## config.mk

```make
export PLATFORM = sky130hd
export DESIGN_NAME = shift_arbiter_flat
export DESIGN_NICKNAME = d
export VERILOG_FILES = /design/src/rtl/shift_arbiter_if.sv /design/src/rtl/shift_arbiter.sv /design/src/flat_wrapper.sv
export SDC_FILE = /design/constraint.sdc
export NUM_CORES = 1
export LEC_CHECK = 0
export CORE_AREA = 2 2 111 113
export CTS_BUF_LIST = sky130_fd_sc_hd__clkbuf_16
export DETAILED_ROUTE_END_ITERATION = 10
export DIE_AREA = 0 0 113 115
export PLACE_DENSITY = 0.77
export SYNTH_ARGS = -nofsm -noshare
export SYNTH_HDL_FRONTEND = slang
export SYNTH_SLANG_ARGS = --single-unit
```

## constraint.sdc

```tcl
create_clock -name clock -period 2.1 [get_ports clock]
set_clock_uncertainty 0.2 [all_clocks]
set_input_delay 0.315 -clock clock [delete_from_list [all_inputs] [get_ports clock]]
set_output_delay 0.315 -clock clock [all_outputs]
set_load 0.01 [all_outputs]
```

## src/rtl/shift_arbiter_if.sv

```systemverilog
// Bus between shift_arbiter, its requesters, the shared shifter and the response consumer.
// master = arbiter side, slave = environment side (requesters, shifter, consumer).
interface shift_arbiter_if #(
   parameter int unsigned NUM_REQ = 4,
   parameter int unsigned ID_W    = 2
);
   logic [NUM_REQ-1:0]    req_valid;
   logic [NUM_REQ-1:0]    req_ready;
   logic [32*NUM_REQ-1:0] req_data;
   logic [5*NUM_REQ-1:0]  req_shamt;
   logic [NUM_REQ-1:0]    req_fill;

   logic [31:0]           sh_data;
   logic [4:0]            sh_shamt;
   logic                  sh_shift_in;
   logic [31:0]           sh_result;

   logic                  rsp_valid;
   logic                  rsp_ready;
   logic [31:0]           rsp_data;
   logic [ID_W-1:0]       rsp_id;
   logic [15:0]           stall_cnt;

   modport master (
      input  req_valid, req_data, req_shamt, req_fill, sh_result, rsp_ready,
      output req_ready, sh_data, sh_shamt, sh_shift_in, rsp_valid, rsp_data, rsp_id, stall_cnt
   );

   modport slave (
      output req_valid, req_data, req_shamt, req_fill, sh_result, rsp_ready,
      input  req_ready, sh_data, sh_shamt, sh_shift_in, rsp_valid, rsp_data, rsp_id, stall_cnt
   );
endinterface

```

## src/rtl/shift_arbiter.sv

```systemverilog
// Round-robin arbiter sharing one combinational left shifter among NUM_REQ requesters.
// Define SHIFT_ARB_STALL_CNT_EN to build the saturating response-backpressure counter.
module shift_arbiter #(
   parameter int unsigned NUM_REQ = 4,
   parameter int unsigned ID_W    = 2
) (
   input  logic           clock,
   input  logic           reset,
   shift_arbiter_if.master bus
);
   localparam int unsigned CW = ID_W + 1;

   typedef enum logic {EMPTY, FULL} state_t;

   state_t          state_q, state_d;
   logic [31:0]     rsp_data_q, rsp_data_d;
   logic [ID_W-1:0] rsp_id_q, rsp_id_d;
   logic [ID_W-1:0] rr_ptr_q, rr_ptr_d;

   logic            found;
   logic [ID_W-1:0] grant;
   logic [CW-1:0]   cand_w;
   logic [ID_W-1:0] cand;
   logic            can_accept;
   logic            accept;

   // One extra bit on the candidate sum lets the wrap work for non-power-of-two NUM_REQ.
   always_comb begin
      found  = 1'b0;
      grant  = '0;
      cand_w = '0;
      cand   = '0;
      for (int unsigned k = 0; k < NUM_REQ; k++) begin
         cand_w = {1'b0, rr_ptr_q} + CW'(k);
         if (cand_w >= CW'(NUM_REQ)) begin
            cand_w = cand_w - CW'(NUM_REQ);
         end
         cand = cand_w[ID_W-1:0];
         if (!found && bus.req_valid[cand]) begin
            found = 1'b1;
            grant = cand;
         end
      end
   end

   assign can_accept = (state_q == EMPTY) || bus.rsp_ready;
   assign accept     = found && can_accept && !reset;

   always_comb begin
      bus.req_ready   = '0;
      bus.sh_data     = '0;
      bus.sh_shamt    = '0;
      bus.sh_shift_in = 1'b0;
      if (found) begin
         bus.sh_data     = bus.req_data[32*grant +: 32];
         bus.sh_shamt    = bus.req_shamt[5*grant +: 5];
         bus.sh_shift_in = bus.req_fill[grant];
      end
      if (accept) begin
         bus.req_ready[grant] = 1'b1;
      end
   end

   always_comb begin
      state_d    = state_q;
      rsp_data_d = rsp_data_q;
      rsp_id_d   = rsp_id_q;
      rr_ptr_d   = rr_ptr_q;
      if (accept) begin
         state_d    = FULL;
         rsp_data_d = bus.sh_result;
         rsp_id_d   = grant;
         rr_ptr_d   = (grant == ID_W'(NUM_REQ - 1)) ? '0 : grant + 1'b1;
      end else if ((state_q == FULL) && bus.rsp_ready) begin
         state_d = EMPTY;
      end
   end

   always_ff @(posedge clock or posedge reset) begin
      if (reset) begin
         state_q    <= EMPTY;
         rsp_data_q <= '0;
         rsp_id_q   <= '0;
         rr_ptr_q   <= '0;
      end else begin
         state_q    <= state_d;
         rsp_data_q <= rsp_data_d;
         rsp_id_q   <= rsp_id_d;
         rr_ptr_q   <= rr_ptr_d;
      end
   end

   assign bus.rsp_valid = (state_q == FULL);
   assign bus.rsp_data  = rsp_data_q;
   assign bus.rsp_id    = rsp_id_q;

`ifdef SHIFT_ARB_STALL_CNT_EN
   logic [15:0] stall_cnt_q, stall_cnt_d;

   always_comb begin
      stall_cnt_d = stall_cnt_q;
      if ((state_q == FULL) && !bus.rsp_ready && (stall_cnt_q != '1)) begin
         stall_cnt_d = stall_cnt_q + 16'd1;
      end
   end

   always_ff @(posedge clock or posedge reset) begin
      if (reset) begin
         stall_cnt_q <= '0;
      end else begin
         stall_cnt_q <= stall_cnt_d;
      end
   end

   assign bus.stall_cnt = stall_cnt_q;
`else
   assign bus.stall_cnt = '0;
`endif
endmodule

```

## src/flat_wrapper.sv

```systemverilog
// flat-port wrapper written by rule: the top's interface ports become plain ports
module shift_arbiter_flat 
#(
   parameter int unsigned NUM_REQ = 4,
   parameter int unsigned ID_W    = 2
)
  (clock, reset, bus_req_valid, bus_req_data, bus_req_shamt, bus_req_fill, bus_sh_result, bus_rsp_ready, bus_req_ready, bus_sh_data, bus_sh_shamt, bus_sh_shift_in, bus_rsp_valid, bus_rsp_data, bus_rsp_id, bus_stall_cnt);
  shift_arbiter_if #(.NUM_REQ(NUM_REQ), .ID_W(ID_W)) bus_i ();
  input  logic clock;
  input  logic reset;
  input wire logic [$bits(bus_i.req_valid)-1:0] bus_req_valid;
  input wire logic [$bits(bus_i.req_data)-1:0] bus_req_data;
  input wire logic [$bits(bus_i.req_shamt)-1:0] bus_req_shamt;
  input wire logic [$bits(bus_i.req_fill)-1:0] bus_req_fill;
  input wire logic [$bits(bus_i.sh_result)-1:0] bus_sh_result;
  input wire logic [$bits(bus_i.rsp_ready)-1:0] bus_rsp_ready;
  output wire logic [$bits(bus_i.req_ready)-1:0] bus_req_ready;
  output wire logic [$bits(bus_i.sh_data)-1:0] bus_sh_data;
  output wire logic [$bits(bus_i.sh_shamt)-1:0] bus_sh_shamt;
  output wire logic [$bits(bus_i.sh_shift_in)-1:0] bus_sh_shift_in;
  output wire logic [$bits(bus_i.rsp_valid)-1:0] bus_rsp_valid;
  output wire logic [$bits(bus_i.rsp_data)-1:0] bus_rsp_data;
  output wire logic [$bits(bus_i.rsp_id)-1:0] bus_rsp_id;
  output wire logic [$bits(bus_i.stall_cnt)-1:0] bus_stall_cnt;
  assign bus_i.req_valid = bus_req_valid;
  assign bus_i.req_data = bus_req_data;
  assign bus_i.req_shamt = bus_req_shamt;
  assign bus_i.req_fill = bus_req_fill;
  assign bus_i.sh_result = bus_sh_result;
  assign bus_i.rsp_ready = bus_rsp_ready;
  assign bus_req_ready = bus_i.req_ready;
  assign bus_sh_data = bus_i.sh_data;
  assign bus_sh_shamt = bus_i.sh_shamt;
  assign bus_sh_shift_in = bus_i.sh_shift_in;
  assign bus_rsp_valid = bus_i.rsp_valid;
  assign bus_rsp_data = bus_i.rsp_data;
  assign bus_rsp_id = bus_i.rsp_id;
  assign bus_stall_cnt = bus_i.stall_cnt;
  shift_arbiter #(.NUM_REQ(NUM_REQ), .ID_W(ID_W)) u_core (.clock(clock), .reset(reset), .bus(bus_i));
endmodule
```

* Word level (Yosys, flattened, before mapping) *
Cells that the tools add are included.

word-level totals
  input bits = 191
  output and inout bits = 93
  flip-flop bits (word level) = 37

cells by class
  $mul = 1
  reduce and logical (&&, ||, !) cells = 13
  eq/ne operators = 1
  muxes and demuxes = 31
  order comparisons = 10
  bitwise operators = 1
  add/sub/neg operators = 8
  shift-type cells = 2

operator list
  kind                                                                                 count
  128-bit by 8-bit indexed part select with 32-bit output                              1
  32-bit 2-to-1 mux                                                                    1
  20-bit by 6-bit indexed part select with 5-bit output                                1
  2-bit 2-to-1 mux                                                                     9
  2-bit by 3-bit less-than comparator with 1-bit output, second input constant         5
  1-bit 2-to-1 mux                                                                     13
  1-bit binary-select mux with 2-bit select                                            5
  3-bit greater-or-equal comparator, second input constant                             3
  2-bit by 1-bit subtractor with 2-bit output, second input constant                   4
  1-bit logical AND                                                                    7
  2-bit by 2-bit adder with 3-bit output, second input constant                        2
  3-bit by 2-bit multiplier with 5-bit output, first input constant                    1
  5-bit 2-to-1 mux                                                                     1
  1-bit zero test                                                                      4
  4-bit 2-to-1 mux                                                                     1
  2-bit by 1-bit adder with 3-bit output, second input constant                        1
  2-bit by 3-bit greater-or-equal comparator with 1-bit output, second input constant  1
  2-bit by 1-bit adder with 2-bit output, second input constant                        1
  1-bit demux with 2-bit select                                                        1
  2-bit == test, second input constant                                                 1
  2-bit by 1-bit greater-or-equal comparator with 1-bit output, second input constant  1
  2-bit nonzero test                                                                   1
  1-bit logical OR                                                                     1
  1-bit inverter                                                                       1

* Depth between registers and ports, before layout *
  depth after elaboration = 19
  depth in mapped cells = 9
  depth with buffers taken out = 6

* Least setup slack after synthesis *
Ideal clock, no wire load.

  path type = flip-flop to output port
  start point = register u_core.rr_ptr_q[1]
  end point = output port bus_req_ready[0]
  data required time = 1.585 ns
  path slack = -0.037 ns
  stages on the path, launching flop included = 10
  arrival time = 1.622 ns
  cells stage by stage = dfrtp_1 > a21o_1 > a21oi_1 > o22a_1 > buf_4 > buf_6 > buf_6 > inv_1 > ha_1 > and2_1

on the way
  word-level cells in the longest chain between the ends = 19
  elaborated cells on any way between the ends = 45
  those cells by class = add/sub: 7; order compare: 6; mux: 23; reduce/logical: 9

ends and longest elaborated chain
  element                                                                                                                                                      RTL line             RTL
  start: declaration                                                                                                                                           shift_arbiter.sv:18  logic [ID_W-1:0] rr_ptr_q, rr_ptr_d;
  start signal: assignment                                                                                                                                     shift_arbiter.sv:89  rr_ptr_q <= rr_ptr_d;
  branches (longest 13 deep; another with 2-bit by 1-bit adder with 3-bit output)                                                                              --
  2-bit 2-to-1 mux *                                                                                                                                           shift_arbiter.sv:39  if (!found && bus.req_valid[cand]) begin
  net u_core.grant[1]                                                                                                                                          shift_arbiter.sv:21  logic [ID_W-1:0] grant;
  2-bit by 3-bit less-than comparator with 1-bit output (implied by the code) or 2-bit by 1-bit greater-or-equal comparator with 1-bit output (tied branches)  shift_arbiter.sv:60  bus.req_ready[grant] = 1'b1;
  1-bit logical AND (implied by the code)                                                                                                                      shift_arbiter.sv:60
  1-bit 2-to-1 mux (implied by the code)                                                                                                                       shift_arbiter.sv:60
  1-bit demux with 2-bit select *                                                                                                                              --
  4-bit 2-to-1 mux *                                                                                                                                           shift_arbiter.sv:59  if (accept) begin
  end: declaration                                                                                                                                             flat_wrapper.sv:17   output wire logic [$bits(bus_i.req_ready)-1:0] bus_req_ready;

Mark *: on every way through the listed nets, which the timed path passes. The select of a mux whose other input is x is not followed.

* Worst setup path after layout *
  start point = register u_core.rr_ptr_q[0]
  end point = output port bus_sh_data[19]

on the way
  word-level cells in the longest chain between the ends = 16
  elaborated cells on any way between the ends = 39
  those cells by class = add/sub: 7; order compare: 4; shift: 1; mux: 21; reduce/logical: 6

ends and longest elaborated chain
  element                                                                          RTL line             RTL
  branches (longest 15 deep; another with 2-bit by 1-bit adder with 3-bit output)  --
  32-bit 2-to-1 mux *                                                              shift_arbiter.sv:54  if (found) begin
  end: declaration                                                                 flat_wrapper.sv:18   output wire logic [$bits(bus_i.sh_data)-1:0] bus_sh_data;

Every way passes the cells marked *. The select of a mux whose other input is x is not followed.

==> summary.txt <==
Floorplanning
  – Die Span Y: roughly 120 um
  – # IOs: roughly 280
  – Row Count: 40
  – Core area: between 0.01 and 0.015 mm^2
  – Die W: 113 um
  – Die Area: 0.0130 mm^2
  – Initial core utilization: between 20% and 30%

Finish
  – Most common cell after layout, fill and taps aside: clkdlybuf4s50_1
  – Final net count: roughly 760
  – Synth-to-Final Area Change: 127%
  – Register area: a little over 900 um^2
  – Most frequent cells in the layout: clkdlybuf4s50_1, mux2i_1, dfrtp_1
  – Final instance area: between 0.006 and 0.007 mm^2
  – Layout cell share with drive strength beyond 1: 30.4%
  – Multi-input gate area in the final layout: roughly 0.0018 mm^2
  – Fillers: between 1000 and 1500
  – Post-Layout Cell Count: about 710
  – Diodes inserted: 0
  – Fin util: ~53%

Detailed routing
  – Via count: roughly 3200
  – Starting DRT DRC Count: 129
  – WL final: around 13000 um
  – Routed WL per cell: approximately 18 um
  – First drt pass iteration count: 7
  – ANT nets after route: 0
  – DR DRC count: 20
  – Vias per cell: between 4 and 5

STA
  – Hold Vio Cnt, Final: 0
  – Max-slew violations: 0
  – Setup violators final: 42
  – Max Freq: between 0.3 and 0.4 GHz
  – Final WS setup: -0.407 ns
  – Period utilisation layout: 119%
  – Minimum clock period: ~2.5 ns
  – Unrepaired setup endpoints after global routing: true

Yosys
  – Synth area leaders: dfrtp_1, mux2i_1, mux2_2, o22ai_1, buf_4
  – #FFs+latches synth: 37
  – Mapped Area: roughly 0.0028 mm^2
  – Distinct cells, synth: 22
  – Area leader, netlist: dfrtp_1
  – Mean Syn Cell Area: 10.9 um^2
  – Syn. warnings: 0
  – Primary FF master, synth: dfrtp_1
  – Register area share after synthesis: between 30% and 40%
  – Post-synth ARST share: 100%
  – Post-synth EDFFs: 0
  – Yosys top cell area share: between 30% and 40%
  – Synth Instances: 254

Run status
  – Failing checks: DRC, setup timing
  – Status: complete, but fails checks

Setup path
  – Worst EP arrival: 1.99 ns
  – CP max FO: 6
  – CP delay by family, top: compound AO/OA/AOI/OAI gates
  – Worst Path Required: 1.58 ns
  – Worst reg2reg path startpoint: u_core.rr_ptr_q[1]
  – Bufs and invs on worst path: 3
  – Critical Path End Type: primary output
  – Startpoint types: flop
  – R2R setup slack: 0 ns
  – Reg-to-Reg End: u_core.rr_ptr_q[1]
  – Crit path largest cell delay: 0.38 ns
  – CP Class: reg -> out
  – Slowest stage cell, crit path: dfrtp_1
  – CP Cell Sequence: nand2b_4, nor2b_4, o22a_4, buf_4, buf_12, mux2i_1, o22ai_1, buf_2
  – R2R cell count: 7

CTS
  – CTS tree: built
  – Total CTS buffers: 5
  – Worst-Skew Late Latency: approximately 0.27 ns
  – Worst-path clk slew: approximately 0.05 ns
  – CTS Hold Bufs: 0
  – Clk sink count: 37
  – Clock root cell: clkbuf_16
  – CTS Buffer Depth: 2
  – H-tree Lvls: 2

GRT
  – Vias in the first global route: 3520
  – Total grt overflow: 0
  – Pin count of the biggest net entering global routing: 33
  – All-layer global routing usage: a little under a fifth
  – First-pass GRT wire length: between 15000 and 20000 um
  – Initial antenna violation count: 1

Pwr
  – Worst vdd ir: roughly 0.54 mV
  – Leakage Power: between 0.002 and 0.003 uW
  – Pwr/cell area: 858 mW/mm^2
  – Total power: 5400 uW

Job
  – Max_cap viols: 0

Placement
  – Placed cell areas: 0.00577 mm^2
  – Placed Cells: 677
  – I/O Buffers: roughly 270
  – Hpwl dp: ~10000 um
  – Final GP Congestion: 0.779

Hold path
  – Min-delay worst type: in -> async
## cells by family after synthesis
logic type / synth area share, %
AO/OA/AOI/OAI: 10.5
other: 0.135
adder cells (fa/ha/maj): 1.81
multiplexers: 41.7
flip-flops: 33.4
AND/OR/NAND/NOR: 2.71
buffers and inverters: 9.71
## registers in the layout, indices dropped and copies added, names as in the netlist
signal	flops
u_core.rr_ptr_q	2
u_core.bus.rsp_valid	1
u_core.bus.rsp_data	32
u_core.bus.rsp_id	2
## worst max-delay path by stage
stage,from,end,slack (ns),cells past startpoint
6_report,u_core.rr_ptr_q[0],bus_sh_data[19],-0.41,8
5_1_grt,u_core.rr_ptr_q[0],bus_sh_data[19],-0.51,8
4_1_cts,u_core.rr_ptr_q[1],bus_sh_data[4],-0.43,8
3_5_place_dp,bus_req_valid[0],bus_req_ready[0],-1.11,9
3_3_place_gp,bus_req_valid[0],bus_req_ready[1],-1.02,9
2_1_floorplan,u_core.rr_ptr_q[1],bus_req_ready[0],0.002,9
## routing by layer
metal  share of wire [%]  global-route usage (%)  wire length, um
met1                  36                    20.6             4740
met3                  11                    6.43             1410
met5               0.099                       0               13
met2                  52                    34.0             6820
met4                0.94                    3.50              123
## worst register-to-register path: cells and delay by family (launching register included)
family	cells	cell delay (ns)
adder cells (fa/ha/maj)	1	0.27
multiplexers	1	0.26
buffers and inverters	4	0.50
AO/OA/AOI/OAI	1	0.37
flip-flops	1	0.38
## final cells by class
type,count,area share [%]
clock inverter,3,0.179
clock buffer,5,1.99
sequential,37,14.7
multi-input combinational,190,29.0
tap,147,2.92
inverter,5,0.338
timing repair buffer,322,50.8
## power by group
group | leakage, uW | switching (uW) | internal, uW | total [uW]
clock | 0.0000776 | 257 | 426 | 683
sequential | 0.000431 | 73.4 | 851 | 924
combinational | 0.00223 | 1580 | 2210 | 3790
total | 0.00274 | 1910 | 3490 | 5400
## cells in the mapped netlist, types with 3 or more instances
| library cell | n |
|---|---|
| mux2_2 | 35 |
| nand2b_1 | 3 |
| dfrtp_1 | 37 |
| o22ai_1 | 39 |
| mux2i_1 | 76 |
| buf_4 | 23 |
| and2_1 | 4 |
| clkbuf_1 | 4 |
| ha_1 | 4 |
| a21oi_1 | 3 |
| buf_2 | 8 |
| inv_1 | 5 |
## per-stage QoR
step / setup slack (ns) / TNS, ns / hold WS [ns]
2_1_floorplan: 0.00168 / 0 / 0.215
3_3_place_gp: -1.02 / -52.06 / 0.289
3_5_place_dp: -1.11 / -56.19 / 0.295
4_1_cts: -0.434 / -15.44 / 0.268
5_1_grt: -0.508 / -18.96 / 0.299
6_report: -0.407 / -14.20 / 0.265
## timing repair
| item | in CTS | in global routing |
|---|---|---|
| pin swaps | 18 | 12 |
| setup endpoints to repair | 70 | 43 |
| resized for setup | 218 | 29 |
| cloned | 2 | 2 |
| buffers inserted | 14 | 7 |
Note: power is estimated with default switching activity, not from simulation.
==> RTL change, RTL diff (same settings) <==
Take the reset off `rsp_data_q` and load it in a clocked block of its own.
--- a/src/rtl/shift_arbiter.sv
+++ b/src/rtl/shift_arbiter.sv
@@ -79,15 +79,17 @@
    always_ff @(posedge clock or posedge reset) begin
       if (reset) begin
          state_q    <= EMPTY;
-         rsp_data_q <= '0;
          rsp_id_q   <= '0;
          rr_ptr_q   <= '0;
       end else begin
          state_q    <= state_d;
-         rsp_data_q <= rsp_data_d;
          rsp_id_q   <= rsp_id_d;
          rr_ptr_q   <= rr_ptr_d;
       end
+   end
+
+   always_ff @(posedge clock) begin
+      rsp_data_q <= rsp_data_d;
    end
 
    assign bus.rsp_valid = (state_q == FULL);
Formal check against the unedited RTL: differs if reset is asserted again (counterexample within 4 cycles, from zero or initial values and one cycle with reset high); with reset held inactive, the same outputs for 10 cycles.
==> RTL change against the original RTL <==
The flow still finishes with violations (DRC, setup timing); routed wire length is 14% lower; total power shrank 9.3%; setup slack worse by 0.10 ns; area after synthesis shrank 6.5%; sequential cell count is the same; synthesized cell count decreased by 15%; final area down 1.7%; highest routed layer is now met4.
==> RTL change: results (changes against the original RTL) <==
status=finished with violations; failing checks=DRC, setup timing; multi-input logic area=1553 um^2 (-15%); uppermost layer routed=met4; Total GRT Usage=0.1519 (-0.03193); combinational power share=0.669 (-0.033); GR Layer Usage met2=0.2842 (-0.05549); nonclk buf count=321 (-0.31%); asr flop ratio synth=0.1351 (-0.8649); # Post-CTS Setup Buffers=11 (-3); root buf cell=clkbuf_16; met3 Usage GRT=0.03479 (-0.02952); Synth cell types=27 (+23%); vias in the first global route=3,070 (-13%); routed wl met3=1065 um (-25%); crit path DAT=2.09 ns (+0.10 ns); peak supply drop=0.3481 mV (-35%); met1 usage in global routing=0.1676 (-0.03851); WL met2=6052 um (-11%); antenna violations before repair=0 (-1); setup ws final=-0.5077 ns (-0.1006 ns); ys flop type=edfxtp_1; starting DRC count in detailed routing=203 (+57%); global-route wire length before repair=15,570 um (-18%); Placer Congestion=0.7708 (-1.0%); GR peak layer=met2; nets=722 (-4.5%); sequential share of cell area=0.1758 (+0.02860); TritonCTS buffer count=5 (unchanged); via/cell ratio=4.487 (-1.7%); top cells by count, synth=mux2i_1, o22ai_1, edfxtp_1; largest net degree at the start of global routing=27 (-18%); routed metal-1 wire length=4022 um (-15%); register bit total from synthesis=37 (unchanged); Seq group=921 uW (about the same); multi-input gates=157 (-17%); Hold Path Class=in2async; Clock buf/inv share=0.02307 (+0.001380); DR DRC count=20 (unchanged); Final HPWL DP=8755 um (-13%); Buffers on Ports=267 (unchanged); number of flops mapped to enable cells by yosys=32 (+32); register area share after synthesis=0.4193 (+0.08509); crit path from=u_core.rr_ptr_q[1]$_DFFE_PP0P_; DR WL/cell=16.78 um (-9.2%); CTS resizes=167 (-23%); fillers=1,014 (-4.2%); number of diodes=0 (unchanged); share of layout cells above drive strength 1=0.2727 (-0.03154); switching portion of total power=0.3473 (-0.006547); post-placement setup slack=-0.9604 ns (+0.1450 ns); final setup fails=43 (+2.4%); worst skew pair latency=0.28 ns; NonClk Buf Share=0.5160 (+0.008027); static leakage=2.562 nW (-6.4%); Max FO, Critical Path=6 (unchanged); largest cells by area after synthesis=edfxtp_1, mux2i_1, o22ai_1; htree depth=2 (unchanged)
[RTL change: cell types whose count changed after synthesis, moves of 5 or more]
cell,delta
edfxtp_1,+32
mux2_2,-33
buf_2,-5
dfrtp_1,-32
[RTL change: cell families after synthesis]
family,after synthesis,synth area share
other,1,0.001448
AND/OR/NAND/NOR,10,0.02368
flip-flops,37,0.4193
AO/OA/AOI/OAI,47,0.1227
buffers and inverters,38,0.1029
multiplexers,80,0.3106
adder cells (fa/ha/maj),4,0.01932
[RTL change: final timing paths]
| path | depth (start not counted) | to | slack, ns |
|---|---|---|---|
| worst max-delay path | 9 | bus_sh_data[27] | -0.51 |
| worst min-delay path | 3 | u_core.bus.rsp_valid$_DFFE_PP0P_ | 0.25 |
| worst max register to register | 8 | u_core.rr_ptr_q[1]$_DFFE_PP0P_ | -0.13 |
| worst min register to register | 1 | u_core.bus.rsp_id[1]$_DFFE_PP0P_ | 0.31 |
| max in group asynchronous | 3 | u_core.rr_ptr_q[1]$_DFFE_PP0P_ | 1.26 |
| min in group clock | 1 | u_core.bus.rsp_id[1]$_DFFE_PP0P_ | 0.31 |
[RTL change: through the flow]
step | total power, mW | instance area (um^2) | instances | TNS [ns]
floorplan | 2.252 | 2664 | 232 | -2.485
global placement | 3.704 | 5599 | 645 | -45.26
finish | 4.897 | 6183 | 675 | -19.20
CTS | 4.496 | 5874 | 665 | -20.15
detailed placement | 3.748 | 5599 | 645 | -47.83
global route | 5.152 | 6183 | 675 | -23.21
[RTL change: critical path: stages, from the launching register on]
cell and delay (ns):
dfrtp_2 0.41, mux2i_1 0.20, nor2_1 0.06, a311o_2 0.40, o41ai_4 0.08, buf_12 0.19
buf_12 0.13, buf_8 0.11, o22ai_1 0.08, buf_2 0.14
